<file path="src/rtl/branch_sequencer.sv">
// rtl/branch_sequencer.sv - D-stage branch/jump sequencer with delay-slot tracking
//
// Classifies the D-stage control transfer, holds it in WAIT while operands
// are not forwarded, resolves the condition/target, issues a one-cycle
// redirect and marks the following instruction as a delay slot.
//
// Optional build macro: BRANCH_STATS_EN (taken/not-taken/wait counters).
//
// Ports:
//   clk, reset            clock, synchronous active-high reset
//   id_valid, id_stall    D-stage valid / hazard stall
//   br_sel                transfer class (0 none, 1..6 cond, 7 j, 8 jr)
//   rs_val, rt_val        forwarded operands
//   id_pc, imm16          D-stage PC and branch offset
//   instr_index           j/jal index field
//   flush                 CP0 exception/eret flush
//   npc_sel, npc_target   combinational redirect to F
//   id_bd, br_busy        registered delay-slot flag / WAIT indicator
//   slot_err              registered pulse: transfer seen in a delay slot
//   taken_cnt, nt_cnt, wait_cnt  statistics counters (0 without the macro)

module branch_sequencer #(
  parameter int CNT_W = 32
) (
  input  logic             clk,
  input  logic             reset,
  input  logic             id_valid,
  input  logic             id_stall,
  input  logic [3:0]       br_sel,
  input  logic [31:0]      rs_val,
  input  logic [31:0]      rt_val,
  input  logic [31:0]      id_pc,
  input  logic [15:0]      imm16,
  input  logic [25:0]      instr_index,
  input  logic             flush,
  output logic             npc_sel,
  output logic [31:0]      npc_target,
  output logic             id_bd,
  output logic             br_busy,
  output logic             slot_err,
  output logic [CNT_W-1:0] taken_cnt,
  output logic [CNT_W-1:0] nt_cnt,
  output logic [CNT_W-1:0] wait_cnt
);

  typedef enum logic [1:0] {
    IDLE = 2'd0,
    WAIT = 2'd1,
    SLOT = 2'd2
  } state_t;

  state_t      state;
  state_t      state_nxt;
  logic        pending;
  logic        resolve;
  logic        cond_taken;
  logic        slot_err_nxt;
  logic [31:0] pc_plus4;
  logic [31:0] br_offset;
  logic [31:0] target;

  always_comb begin
    pending = id_valid && (br_sel >= 4'd1) && (br_sel <= 4'd8);
  end

  always_comb begin
    pc_plus4  = id_pc + 32'd4;
    br_offset = {{14{imm16[15]}}, imm16, 2'b00};
  end

  always_comb begin
    cond_taken = 1'b0;
    target     = pc_plus4 + br_offset;
    case (br_sel)
      4'd1: cond_taken = (rs_val == rt_val);
      4'd2: cond_taken = (rs_val != rt_val);
      4'd3: cond_taken = rs_val[31] || (rs_val == 32'd0);
      4'd4: cond_taken = !rs_val[31] && (rs_val != 32'd0);
      4'd5: cond_taken = rs_val[31];
      4'd6: cond_taken = !rs_val[31];
      4'd7: begin
        cond_taken = 1'b1;
        target     = {pc_plus4[31:28], instr_index, 2'b00};
      end
      4'd8: begin
        cond_taken = 1'b1;
        target     = rs_val;
      end
      default: cond_taken = 1'b0;
    endcase
  end

  // Next state. flush overrides everything, including a resolve in the same
  // cycle; a transfer seen in SLOT never resolves, it only flags slot_err
  // once, when the offending slot instruction advances.
  always_comb begin
    state_nxt    = state;
    resolve      = 1'b0;
    slot_err_nxt = 1'b0;
    if (flush) begin
      state_nxt = IDLE;
    end else begin
      case (state)
        IDLE: begin
          if (pending) begin
            if (id_stall) begin
              state_nxt = WAIT;
            end else begin
              resolve   = 1'b1;
              state_nxt = SLOT;
            end
          end
        end
        WAIT: begin
          if (!pending) begin
            state_nxt = IDLE;
          end else if (!id_stall) begin
            resolve   = 1'b1;
            state_nxt = SLOT;
          end
        end
        SLOT: begin
          if (id_valid && !id_stall) begin
            state_nxt    = IDLE;
            slot_err_nxt = pending;
          end
        end
        default: state_nxt = IDLE;
      endcase
    end
  end

  always_comb begin
    npc_sel    = resolve && cond_taken && !reset;
    npc_target = npc_sel ? target : 32'd0;
  end

  always_ff @(posedge clk) begin
    if (reset) begin
      state    <= IDLE;
      id_bd    <= 1'b0;
      br_busy  <= 1'b0;
      slot_err <= 1'b0;
    end else begin
      state    <= state_nxt;
      id_bd    <= (state_nxt == SLOT);
      br_busy  <= (state_nxt == WAIT);
      slot_err <= slot_err_nxt;
    end
  end

`ifdef BRANCH_STATS_EN
  logic [CNT_W-1:0] taken_q;
  logic [CNT_W-1:0] nt_q;
  logic [CNT_W-1:0] wait_q;

  // resolve already excludes flush, so a flushed cycle never counts.
  always_ff @(posedge clk) begin
    if (reset) begin
      taken_q <= '0;
      nt_q    <= '0;
      wait_q  <= '0;
    end else begin
      if (resolve && cond_taken) begin
        taken_q <= taken_q + 1'b1;
      end
      if (resolve && !cond_taken) begin
        nt_q <= nt_q + 1'b1;
      end
      if ((state == WAIT) && !flush) begin
        wait_q <= wait_q + 1'b1;
      end
    end
  end

  assign taken_cnt = taken_q;
  assign nt_cnt    = nt_q;
  assign wait_cnt  = wait_q;
`else
  assign taken_cnt = '0;
  assign nt_cnt    = '0;
  assign wait_cnt  = '0;
`endif

endmodule
</file>
<file path="config.mk">
export PLATFORM = sky130hd
export DESIGN_NAME = branch_sequencer
export DESIGN_NICKNAME = d
export VERILOG_FILES = /design/src/rtl/branch_sequencer.sv
export SDC_FILE = /design/constraint.sdc
export NUM_CORES = 1
export LEC_CHECK = 0
export BUFFER_PORTS_ARGS = -buffer_cell sky130_fd_sc_hd__buf_2
export CORE_ASPECT_RATIO = 1.75
export CORE_MARGIN = 2
export CORE_UTILIZATION = 35
export CTS_CLUSTER_SIZE = 40
export DETAILED_ROUTE_END_ITERATION = 8
export PLACE_DENSITY = 0.67
export SLEW_MARGIN = 20
export SYNTH_ARGS = -nofsm -noshare
export SYNTH_HDL_FRONTEND = slang
export SYNTH_SLANG_ARGS = --single-unit
</file>
<file path="constraint.sdc">
create_clock -name clk -period 8 [get_ports clk]
set_input_delay 2 -clock clk [delete_from_list [all_inputs] [get_ports clk]]
set_output_delay 2 -clock clk [all_outputs]
set_load 0.03 [all_outputs]
</file>
# Word level (Yosys, flattened, before mapping)
# Cells that the tools add are included.
dict set report totals {
  output_inout_bits 132
  input_bits 147
  wordCells 54
  register_bits 5
}
dict set report classes {
  muxes 14
  eq_ne 14
  n_lt_le_gt_ge 2
  n_addsub 2
  reduce_logical 16
  n_bitwise 2
}
# cell n
set op_table {}
lappend op_table {{$pmux W32 S2} 1}
lappend op_table {{$add A32 B3 Y32 const B} 1}
lappend op_table {{$add A32 B32 Y32} 1}
lappend op_table {{$eq A32 B32 Y1} 1}
lappend op_table {{$logic_not A32 Y1} 1}
lappend op_table {{$mux W32} 1}
lappend op_table {{$ne A32 B32 Y1} 1}
lappend op_table {{$reduce_bool A32 Y1} 1}
lappend op_table {{$eq A4 B3 Y1 const B} 4}
lappend op_table {{$mux W2} 6}
lappend op_table {{$eq A4 B2 Y1 const B} 2}
lappend op_table {{$pmux W1 S7} 1}
lappend op_table {{$logic_and A1 B1 Y1} 6}
lappend op_table {{$pmux W2 S3} 1}
lappend op_table {{$eq A2 B1 Y1 const B} 2}
lappend op_table {{$eq A2 B2 Y1 const B} 2}
lappend op_table {{$eq A4 B1 Y1 const B} 1}
lappend op_table {{$eq A4 B4 Y1 const B} 1}
lappend op_table {{$ge A4 B1 Y1 const B} 1}
lappend op_table {{$le A4 B4 Y1 const B} 1}
lappend op_table {{$mux W1} 4}
lappend op_table {{$reduce_or A2 Y1} 2}
lappend op_table {{$reduce_or A4 Y1} 1}
lappend op_table {{$logic_not A1 Y1} 3}
lappend op_table {{other kinds (3)} 4}

# Longest topological paths before layout
dict set report logic_depth {
  ltp_word 9
  depth_mapped 16
  ltp_nobuf 15
}

# Worst setup path after synthesis
# No wires, ideal clock.
dict set report synth_timing {
  path_type {input to output}
  start {input port id_pc[9]}
  end {output port npc_target[25]}
  t_required_ps 6000
  arrival_time_ps 5198
  cell_stages 12
  n_path_buf 1
  path_slack_ps 802
  cell_sequence {nand4_1 -> nor3_1 -> and4_1 -> nand4_1 -> xnor2_1 -> ha_1 -> clkbuf_1 -> nand4_1 -> or3_1 -> o21ba_2 -> or3_1 -> a31oi_1}
}
dict set report synth_between {
  elab_chain_cells 4
}
# item line
set synth_lines {}
lappend synth_lines {{from (decl)} 32} ;# input logic [31:0] id_pc,
lappend synth_lines {{$add A32 B3 Y32} 67} ;# pc_plus4 = id_pc + 32'd4;
lappend synth_lines {{$add A32 B32 Y32} 73} ;# target = pc_plus4 + br_offset;
lappend synth_lines {{$pmux W32 S2} 74} ;# case (br_sel)
lappend synth_lines {{$mux W32} 135} ;# npc_target = npc_sel ? target : 32'd0;
lappend synth_lines {{to (decl)} 37} ;# output logic [31:0] npc_target,
# Every way passes these cells.

# Worst setup path in the final report
dict set report layout_timing {
  start {input port id_pc[4]}
  end {output port npc_target[28]}
}
dict set report layout_between {
  elab_chain_cells 4
}
# item line
set layout_lines {}
lappend layout_lines {{$add A32 B3 Y32 *} 67}
lappend layout_lines {{$add A32 B32 Y32} 73}
lappend layout_lines {{$pmux W32 S2 *} 74}
lappend layout_lines {{$mux W32 *} 135}
# Every way passes the cells marked *; elsewhere a longest branch is shown, timed or not.

==> reports/metrics.cfg <==
[clock_tree]
post_cts_resized=0
cts.path.max_buffers=2
cts_num_sinks=5
clkTransAtPathRegs_ns=0.03
worstSkewPairLatency_ns=0.22
h-tree-depth=1
cts_hold_buf=0
cts_setup_buffers=0
ctsRootBufferMaster=clkbuf_16
numCtsBuffers=3
tritoncts=yes

[synthesis]
synth_edf_count=0
synth_compound_area_share_pct=23.2
synth_ff_type=dfxtp_1
synth_warnings=0
synthSimpleGateAreaFrac_pct=25.2
seq_area_frac_synth_pct=2.36
ys_async_sr_fraction_pct=0
ys_ff_latch=5
syn_inst=618
synthMuxAreaShare_pct=1.71
synth_fa_ha_area_share_pct=10.8
synth_xor_area_share_pct=15.9
synth_cell_types=55
synth_top_family_by_area=simple AND/OR/NAND/NOR gates
avgSynthCellArea_um2=6.86
synthesis.area_um2=4240

[timing]
maxSlewViolCount=0
setup_tns_ns=0
skew_ns=0.000349
rsz0062_at_grt=no
tightest_slew_ns=0.728
fin_crit_sh_pct=92.0
finalCriticalPeriod_ns=7.36
setup-violations-final=0
max_freq_mhz=136
relSlewSlack_pct=51.4
hold_viol=0

[pwr]
power.density_nw_per_um2=89.1
max-vdd-ir-drop_mv=0.0795
p_leak_uw=0.00242

[route]
vias=4923
wirelength_mm=15.2
ant_nets=0
via_per_inst=5.30
wl_per_cell_um=16.3
drc=0
drt-pass1-iter-count=6
drt_iter0_markers=234

[setup_path]
worst_path_max_delay_cell=a2111oi_0
required_ns=6.00
start_kind=input port
crit_family=compound AO/OA/AOI/OAI gates
slowest_delay_ns=0.43
critPathKind=in -> out
end_kind=primary output
worstPathArrival_ns=5.36
worstPathBufferInverterCount=3
path_cells=buf_2 > nand4_1 > nor3_1 > and4_1 > nand2_1 > xnor2_1 > ha_1 > a21o_1 > a21oi_1 > inv_1 > a2111oi_0 > o41ai_1 > a222oi_1 > a21boi_0 > a21oi_1 > buf_2
path_max_fanout=7

[placement]
place_hpwl_mm=13.0
port_buffers=182
gp_congestion=0.902
dp_cells=923

[layout]
layout_commonest_cell=buf_2
nets=974
drive_above_1_share_pct=25.3
stdcell_count=929
area_growth_pct=17.9
layout.cells.most_common_list=buf_2 (182), conb_1 (96), xnor2_1 (68)
post-route-util_pct=41.9

[job]
cap_viol_max_count=0

[die]
die_area_um2=13000
start_util_pct=35.5
rows=53
dieWidth_um=87.2
ios=279
die_y_um=150
core_area_um2=11900

[min_path]
hp-class=reg -> reg

[status]
outcome=finished clean

[grt]
overflow=0
grt_pass1_vias=4460
antenna_found_initial=2
grt_max_degree=34
grt_pass1_wl_mm=21.7
track_usage_pct=21.0

[through the flow]
stage | power [uW] | hold slack, ns | area (um2) | worst slack [ns]
after floorplan | 298 | 0.457 | 4600 | 0.802
after global placement | 360 | 0.484 | 4910 | 0.672
after detailed placement | 361 | 0.478 | 4910 | 0.677
after CTS | 444 | 0.509 | 4990 | 0.673
after global routing | 479 | 0.532 | 5000 | 0.362
final | 445 | 0.510 | 5000 | 0.636
[layout make-up]
type,count,area (um2)
Fill cell,1289,6940
Multi-Input combinational cell,575,3620
Timing Repair Buffer,188,956
Tap cell,137,171
Sequential cell,5,100
Clock buffer,4,78.8
Inverter,18,67.6
Antenna cell,2,5.00
[power by group]
part | switching [uW] | total (uW) | internal, uW
combinational | 217 | 339 | 122
sequential | 0.155 | 25.7 | 25.6
clock | 15.0 | 80.9 | 65.9
total | 232 | 445 | 213
[cells in the mapped netlist (3+ instances only)]
cell      count  area (um2)
inv_1        18        67.6
a21oi_1      53         265
a31oi_1       3        18.8
o22ai_1       3        18.8
nor2b_1       4        25.0
nand3_1      22         110
nor2_1       49         184
clkbuf_1     16        60.1
nand2_1      51         191
nand2b_1      8        50.1
nand4_1      28         175
nor4_1       12        75.1
and4_1        6        52.6
dfxtp_1       5         100
and3_1        3        18.8
mux2i_1       5        50.1
a21o_1        9        67.6
or3_1         5        31.3
a22oi_1      20         150
nor3_1       15        75.1
buf_6         3        33.8
o21a_1        3        22.5
xor2_1        9        78.8
o21ai_0      14        70.1
o211ai_1      4        30.0
xnor2_1      68         596
buf_4        96         721
o21bai_1      5        37.5
ha_1         35         438
a211oi_1      4        30.0
a221oi_1      9        78.8
[registers in the layout, indices dropped and copies added (netlist names)]
name / count
id_bd: 1
state: 2
br_busy: 1
slot_err: 1
[layer usage]
metal / track usage (%) / part of all wire (%)
met1: 19.9 / 34
met2: 43.0 / 54
met3: 2.15 / 7.3
met4: 9.54 / 4.7
met5: 0 / 0
[final timing paths]
check / startpoint / to / slack (ns) / cells past startpoint
max: id_pc[4] / npc_target[28] / 0.64 / 16
min: state[0]$_SDFF_PP0_ / slot_err$_SDFF_PP0_ / 0.51 / 3
max reg2reg: state[1]$_SDFF_PP0_ / state[1]$_SDFF_PP0_ / 7.02 / 3
min reg2reg: state[0]$_SDFF_PP0_ / slot_err$_SDFF_PP0_ / 0.51 / 3
[logic make-up after synthesis]
logic type / after synthesis
other cells: 1
simple gates: 211
buf+inv: 133
xor+xnor: 77
flops: 5
compound gates: 148
fa+ha+maj: 36
mux: 7
[tightest hold or removal path: cells and delay by family (launching register included)]
kind | cells | cell delay (ns)
and+or+nand+nor | 3 | 0.15
DFF | 1 | 0.31
Power figures use the tool's default switching activity.
